==> src/rtl/i2s_slave_rx.sv <==
// i2s_slave_rx: oversampled I2S slave receiver delivering L/R pairs on valid/ready; define I2S_RX_LJ_EN for left-justified framing
module i2s_slave_rx #(
  parameter int d_width = 24,
  parameter int sclk_ws_ratio = 64
) (
  input  logic               clk,
  input  logic               reset,
  input  logic               sclk,
  input  logic               ws,
  input  logic               sd,
  input  logic               rx_ready,
  output logic               rx_valid,
  output logic [d_width-1:0] l_data_rx,
  output logic [d_width-1:0] r_data_rx,
  output logic               overrun
);
  localparam int bw = $clog2(sclk_ws_ratio / 2) + 1;
  typedef enum logic {sync_st, run_st} state_t;
  state_t state;
  logic [2:0] sclk_s;
  logic [1:0] ws_s, sd_s;
  logic rise, ws_d, sd_d, ws_prev, l_got, full, pair;
  logic [d_width-1:0] shreg, l_hold, sh_in, word;
  logic [bw-1:0] bitcnt, cnt_in;
  always_comb begin
    full = 32'(bitcnt) >= d_width;
    sh_in = full ? shreg : {shreg[d_width-2:0], sd_d};
    cnt_in = full ? bitcnt : bitcnt + bw'(1);
`ifdef I2S_RX_LJ_EN
    word = shreg << (d_width - 32'(bitcnt));
`else
    word = sh_in << (d_width - 32'(cnt_in));
`endif
    pair = rise && state == run_st && ws_prev && !ws_d && l_got;
  end
  always_ff @(posedge clk) begin
    if (reset) begin
      state <= sync_st;
      sclk_s <= '0;
      ws_s <= '0;
      sd_s <= '0;
      rise <= 1'b0;
      ws_d <= 1'b0;
      sd_d <= 1'b0;
      ws_prev <= 1'b0;
      l_got <= 1'b0;
      shreg <= '0;
      bitcnt <= '0;
      l_hold <= '0;
      rx_valid <= 1'b0;
      l_data_rx <= '0;
      r_data_rx <= '0;
      overrun <= 1'b0;
    end else begin
      sclk_s <= {sclk_s[1:0], sclk};
      ws_s <= {ws_s[0], ws};
      sd_s <= {sd_s[0], sd};
      rise <= sclk_s[1] & ~sclk_s[2];
      ws_d <= ws_s[1];
      sd_d <= sd_s[1];
      if (rx_valid && rx_ready) rx_valid <= 1'b0;
      if (rise) begin
        ws_prev <= ws_d;
        if (state == sync_st) begin
          if (ws_prev && !ws_d) begin
            state <= run_st;
`ifdef I2S_RX_LJ_EN
            shreg <= d_width'(sd_d);
            bitcnt <= bw'(1);
`else
            shreg <= '0;
            bitcnt <= '0;
`endif
          end
        end else if (ws_d == ws_prev) begin
          shreg <= sh_in;
          bitcnt <= cnt_in;
        end else begin
          if (!ws_prev) begin
            l_hold <= word;
            l_got <= 1'b1;
          end
`ifdef I2S_RX_LJ_EN
          shreg <= d_width'(sd_d);
          bitcnt <= bw'(1);
`else
          shreg <= '0;
          bitcnt <= '0;
`endif
        end
      end
      if (pair) begin
        if (!rx_valid || rx_ready) begin
          l_data_rx <= l_hold;
          r_data_rx <= word;
          rx_valid <= 1'b1;
        end else overrun <= 1'b1;
      end
    end
  end
endmodule
==> config.mk <==
export PLATFORM = sky130hd
export DESIGN_NAME = i2s_slave_rx
export DESIGN_NICKNAME = d
export VERILOG_FILES = /design/src/rtl/i2s_slave_rx.sv
export SDC_FILE = /design/constraint.sdc
export NUM_CORES = 1
export LEC_CHECK = 0
export CAP_MARGIN = 30
export CORE_MARGIN = 2
export CORE_UTILIZATION = 40
export CTS_CLUSTER_SIZE = 14
export DETAILED_ROUTE_END_ITERATION = 8
export HOLD_SLACK_MARGIN = 0.15
export MAX_ROUTING_LAYER = met4
export PLACE_DENSITY = 0.56
export SYNTH_ARGS = -nofsm -noshare
export SYNTH_HDL_FRONTEND = slang
export SYNTH_SLANG_ARGS = --single-unit
==> constraint.sdc <==
create_clock -name clk -period 4.11 [get_ports clk]
set_input_delay 0.6165 -clock clk [delete_from_list [all_inputs] [get_ports clk]]
set_output_delay 0.6165 -clock clk [all_outputs]
set_load 0.05 [all_outputs]
After elaboration in Yosys (flattened, before gate mapping)
Cells that the tools add are included.
Operators by class
  $add $sub $neg: 2
  $mul: 0
  divide/modulo/power cells: 0
  magnitude comparators: 1
  eq/ne operators: 1
  shift-type cells: 1
  mux-type cells: 13
  bitwise logic cells: 5
  reduce and logical (&&, ||, !) cells: 14
Operators with widths (number)
  $mux 24: 4
  $shl 24x32->24: 1
  $mux 6: 4
  $sub 5x6->7 const A: 1
  $add 6x1->6 const B: 1
  $ge 6x5->1 const B: 1
  $logic_and 1x1->1: 6
  $reduce_and 2->1: 3
  $mux 1: 5
  $not 1->1: 4
  $reduce_and 4->1: 1
  $logic_not 1->1: 2
  $reduce_bool 2->1: 1
  $and 1x1->1: 1
  $eq 1x1->1: 1
  $logic_or 1x1->1: 1
Storage, ports and cells
  register bits: 117
  bits in latches: 0
  memory bits (writable): 0
  bits in read-only memories: 0
  memories kept: 0

Depth between registers and ports, before layout
  word-level depth: 5
  mapped depth: 17
  depth with buffers taken out: 11

Least setup slack after synthesis
OpenSTA, ideal clock, no wires.
  path type: reg2reg
  from: register bitcnt[0]
  to: register r_data_rx[18]
  library setup time: 133 ps
  arrival time: 3396 ps
  data required time: 3977 ps
  path slack: 581 ps
  cell stages (with the launch flop): 15
  cells stage by stage: dfxtp_1 > clkbuf_1 > buf_2 > buf_2 > buf_2 > xnor2_1 > ha_1 > clkbuf_1 > clkbuf_1 > mux2_2 > a32oi_1 > o211ai_1 > mux2_2 > a221oi_2 > o21ai_1
On the way
  longest elaborated chain between the ends: 4
  elaborated cells between the ends (all ways): 6
Ends and longest elaborated chain
  from (decl): line 24  | logic [bw-1:0] bitcnt, cnt_in;
  from (signal assigned): line 77  | bitcnt <= cnt_in;
  $add 6x1->6 / $ge 6x5->1 (equally long branches): line 28, 26
  $mux 6: line 28  | cnt_in = full ? bitcnt : bitcnt + bw'(1);
  $sub 5x6->7: line 32  | word = sh_in << (d_width - 32'(cnt_in));
  $shl 24x32->24 (*): line 32
  to (signal assigned): line 95  | r_data_rx <= word;
  to (decl): line 14  | output logic [d_width-1:0] r_data_rx,
Every way passes the cells marked *; elsewhere a longest branch is shown, timed or not.
A chain may end at the register's enable or synchronous reset.

Worst setup path after layout
  from: register bitcnt[3]
  to: register r_data_rx[18]
Same word-level chain as after synthesis.

==> metrics <==
max-cap violations 0; period utilization 91.2%; Post-CTS Hold Fix Bufs 0; Post-synth top cells nand2_1, dfxtp_1, nor2_1; Slew HR 46.0%; CTS root buf clkbuf_16; area of the core 15700 um^2; outcome completed; cell with the most instances after synthesis nand2_1; final wirelength 18.8 mm; Worst Path Max Fanout 27; cts bufs inserted 17; Iteration-0 DRC Markers 560; minimum clock period 3.75 ns; Fin. Hold Viols 0; Via density 5.66; setup bufs post-CTS 0; Worst-Skew Late Latency 0.43 ns; Hold Path Class flop to flop; clock sinks 117; Area growth, synth to finish 20.1%; I/O pins 56; Peak VDD IR 0.000296 V; vias in the first global route 5427; Synth Warn # 0; Syn Nets 773; largest area contributor in the netlist dfxtp_1; Synth Instances 762; H-tree Lvls 4; Post-route DRC 0; wire length per cell 18.3 um; global-route wire length before repair 30.0 mm; Slew Limit Fails 0; syn_area_per_cell 8.34 um^2; ant diodes 0; CTS resizes 0; DIE WIDTH 130 um; Leak 2.62 nW; post-synth top area share 36.8%; Initial Util 40.5%; setup TNS 0 ns; Crit. End Element flop; Most used DFF post-synth dfxtp_1; Worst Clk Skew 0.00630 ns; Post-DP HPWL 13.6 mm; total grt overflow 0; startpoint class of the critical path flop; PwrDens 342 nW/um^2; crit path kind flop to flop; Seq/Total Area, Yosys 36.8%; WP data arrival 4.06 ns; die area 16900 um^2; Final nets 809; post-synth cell types 84; TritonRoute pass-1 iters 5; Synth async-reset ratio 0%; share of layout cells above drive strength 1 14.3%; CTS clock-pin slew for the worst setup and hold paths 0.06 ns; fmax 267 MHz; CTS tree yes; RSZ-0062 raised after global routing false; Die Y 130 um; Synth Register Bits 117; GPL Wtd Cong 0.957; final setup vio count 0; # fillers 1467; Post-DRT Antenna Nets 0; Tightest Pin Transition 0.808 ns; antenna violations before repair 0; synthesized cell area 6360 um^2; overall power 2.61 mW; Global Route Usage Sum 23.6%; Synth area leaders dfxtp_1, nand2_1, a21oi_1; Worst EP required 4.42 ns; largest net degree at the start of global routing 45; Clock Tree Buf Depth 2; EDFF count, synth 0; # rows 46; I/O Buffers 55; vias 5817
==> sequential cells by signal, summed over array words and instances, names as in the netlist <==
name and cells:
l_got 1, r_data_rx 24, rise 1, sd_s 2, bitcnt 6, l_data_rx 24, shreg 24, state 1
l_hold 24, ws_s 2, rx_valid 1, overrun 1, ws_d 1, sd_d 1, ws_prev 1, sclk_s 3
==> kinds of logic (layout without fill, tap and decap cells) <==
kind of cell    after synthesis  in the layout  synth area share, %
fa+ha+maj                     5              5                0.984
simple gates                293            293                 22.1
buf+inv                      74            123                 5.29
xor+xnor                      7              7                0.964
flops                       117            117                 36.8
compound gates              224            224                 25.0
mux                          42             42                 8.78
==> cells in the final DEF (no fill, tap or decap), types with 4 or more instances in the layout <==
cell type,netlist,final
mux4_2,8,8
o21ai_0,13,13
nor2_1,70,70
mux2_2,10,10
a221oi_2,5,5
o211ai_1,4,4
clkinvlp_4,0,4
a211oi_1,5,5
nand3_1,27,27
clkdlybuf4s50_1,0,54
a21oi_1,69,69
buf_4,4,22
a22o_1,5,5
a31oi_1,8,8
dfxtp_1,117,117
nor3_1,14,14
xnor2_1,6,6
clkbuf_16,0,17
nor2b_1,17,17
mux2i_1,19,19
ha_1,5,5
nand2_1,123,123
a22oi_1,30,30
inv_1,14,14
o21ai_1,26,26
a32oi_1,5,5
o21a_1,4,4
nor3_2,5,4
nand2b_1,6,6
nand4_1,4,4
==> through the flow <==
step | util [%] | std cells | hold slack (ns) | instance area [um^2] | setup slack (ns)
after floorplan | - | 762 | 0.367 | 6360 | 0.581
after global placement | 44.9 | 994 | 0.371 | 7050 | 0.503
after detailed placement | 44.9 | 995 | 0.383 | 7060 | 0.386
after CTS | 48.6 | 1027 | 0.392 | 7640 | 0.354
after global routing | 48.6 | 1027 | 0.412 | 7640 | 0.0919
final | 48.6 | 1027 | 0.388 | 7640 | 0.362
==> layout make-up <==
type	count	area (um^2)	share of cell area (%)
tap	216	270	3.54
inverter	14	52.6	0.688
timing repair buffer	77	711	9.31
multi-input combinational	571	3690	48.3
clock inverter	13	123	1.61
clock buffer	19	453	5.93
sequential	117	2340	30.7
==> report_power, final <==
group	leakage, nW	total, mW	internal (mW)	switching (mW)
Sequential	0.943	1.14	1.14	0.00193
Combinational	1.40	0.0318	0.00991	0.0219
Clock	0.272	1.44	0.867	0.570
Total	2.62	2.61	2.01	0.594
==> per-layer routing <==
layer	up-vias	GRT usage, %	wire length, um
li1	2831	-	-
met1	2747	31.0	8690
met2	210	36.4	8790
met3	29	4.43	951
met4	0	8.22	348
met5	-	-	0
==> worst max-delay path, stage by stage, from the launching register on <==
cell and delay [ns]:
dfxtp_1 0.46, a21oi_4 0.72, a21oi_1 0.20, ha_1 0.48, buf_4 0.35, mux2_2 0.37
a32oi_1 0.17, o211ai_1 0.15, mux2_2 0.30, a221oi_2 0.30, o21ai_1 0.11
==> worst paths after layout <==
check / startpoint / end / slack, ns / cells past startpoint
setup / recovery: bitcnt[3] / r_data_rx[18] / 0.36 / 10
hold reg to reg: sclk_s[2] / rise / 0.39 / 1
setup reg to reg: bitcnt[3] / r_data_rx[18] / 0.36 / 10
hold / removal: sclk_s[2] / rise / 0.39 / 1
Power figures use the tool's default switching activity.
==> patch (same settings) <==
The option `I2S_RX_LJ_EN` is turned on by a define.
--- a/src/rtl/i2s_slave_rx.sv
+++ b/src/rtl/i2s_slave_rx.sv
@@ -1,2 +1,4 @@
 // i2s_slave_rx: oversampled I2S slave receiver delivering L/R pairs on valid/ready; define I2S_RX_LJ_EN for left-justified framing
+`define I2S_RX_LJ_EN
+
 module i2s_slave_rx #(
Check against the original RTL: same outputs for any inputs over 10 cycles, from zero or initial values and one cycle with reset high; that may be too few to reach the edited logic, so the function may still have changed.
==> patch against the unedited design <==
Sequential cell count unchanged; global-route usage down 3.6 points; design area fell by 11%; count of clock-buffer cells in the layout grew 3; largest power group unchanged; worst setup slack improved by 0.71 ns; synthesized area decreased by 12%; critical endpoint is now r_data_rx[11]; final cell count decreased by 15%; total power increased by 0.80%; clock skew about the same; die area fell by 12%; wire length down 26%; combinational power is 5% lower.
==> patch: results (changes against the unedited design) <==
[synthesis]
ys.flop_type = dfxtp_1
ys_top_cells_by_area = dfxtp_1 42%, nand2_1 8.9%, a21oi_1 5.9%
syn-num-nets = 656  ; -15%
async_reset_ff_share_pct = 0  ; unchanged
ys_seq_area_share_pct = 41.88  ; +5.0 points
synth_cell_types = 66  ; -21%
avgSynthCellArea_sq_um = 8.658  ; +3.8%

[worst_setup_path]
crit_end = r_data_rx[11]
crit_start = bitcnt[1]
cp_top_family = adder cells
reg2reg_setup_slack_ns = 1.07  ; +0.71 ns
cpMaxStageDelayCell = ha_1
reg2reg_from = bitcnt[1]
cp_data_arrival_time_ns = 3.31  ; -0.75 ns
reg2reg_depth = 8  ; -2
crit_fanout = 25  ; -7.4%
critPathMaxStageDelay_ns = 0.87  ; +0.15 ns

[finish]
fin_nets = 691  ; -15%
drive_gt1_share_pct = 12.97  ; -1.3 points
fillerInstances = 1333  ; -9.1%
stdcell_count = 874  ; -15%

[power]
total_power_mw = 2.630  ; +0.80%
clock_power_share_pct = 55.5  ; +0.4 points
swShare_pct = 20.42  ; -2.3 points
power.leakage_nw = 2.220  ; -15%
ir_worst_vdd_mv = 0.3969  ; +34%

[timing]
fin_skew_ns = 0.006538  ; +0.0002362 ns
relSlewSlack_pct = 34.72  ; -11 points
fmax_mhz = 329.4  ; +23%
hold_ws_ns = 0.3816  ; -0.006056 ns

[drt]
drt_pre_antenna_iters = 6  ; +1
vias = 4598  ; -21%
totalWireLength_um = 13830  ; -26%

[min_path]
holdCritPathClass = flop to flop

[placed_design]
dp_cells = 842  ; -15%
place_area_sq_um = 6198  ; -12%
place_congestion = 0.9488  ; -0.90%
dp_hpwl_um = 9918  ; -27%

[run_status]
status = finished, final reports clean

[global_route]
grt_pass1_wl_um = 22520  ; -25%

[clocking]
clk_latency_ns = 0.41  ; -0.02 ns

## patch: routing by layer
metal  vias to the layer above  GRT usage, %  share of wire [%]
li1                       2317             -                  -
met1                      2164         25.50                 46
met2                       100         31.28                 48
met3                        17         5.112                4.2
met4                         0         5.963                1.5
met5                         -             -                  0
## patch: logic make-up after synthesis
kind of cell             share of synthesized area [%]
flip-flops                                       41.88
AO/OA/AOI/OAI                                    16.49
multiplexers                                     12.44
XOR/XNOR                                         2.170
buffers and inverters                            5.078
AND/OR/NAND/NOR                                  21.05
adder cells (fa/ha/maj)                         0.8949
## patch: layout make-up
cell class / count / area [sq um] / area share [%]
multi-input combinational: 472 / 2969 / 43.70
sequential: 117 / 2342 / 34.48
timing repair buffer: 66 / 635.6 / 9.355
clock buffer: 22 / 474.2 / 6.980
tap: 180 / 225.2 / 3.315
clock inverter: 10 / 121.4 / 1.786
inverter: 7 / 26.28 / 0.3867
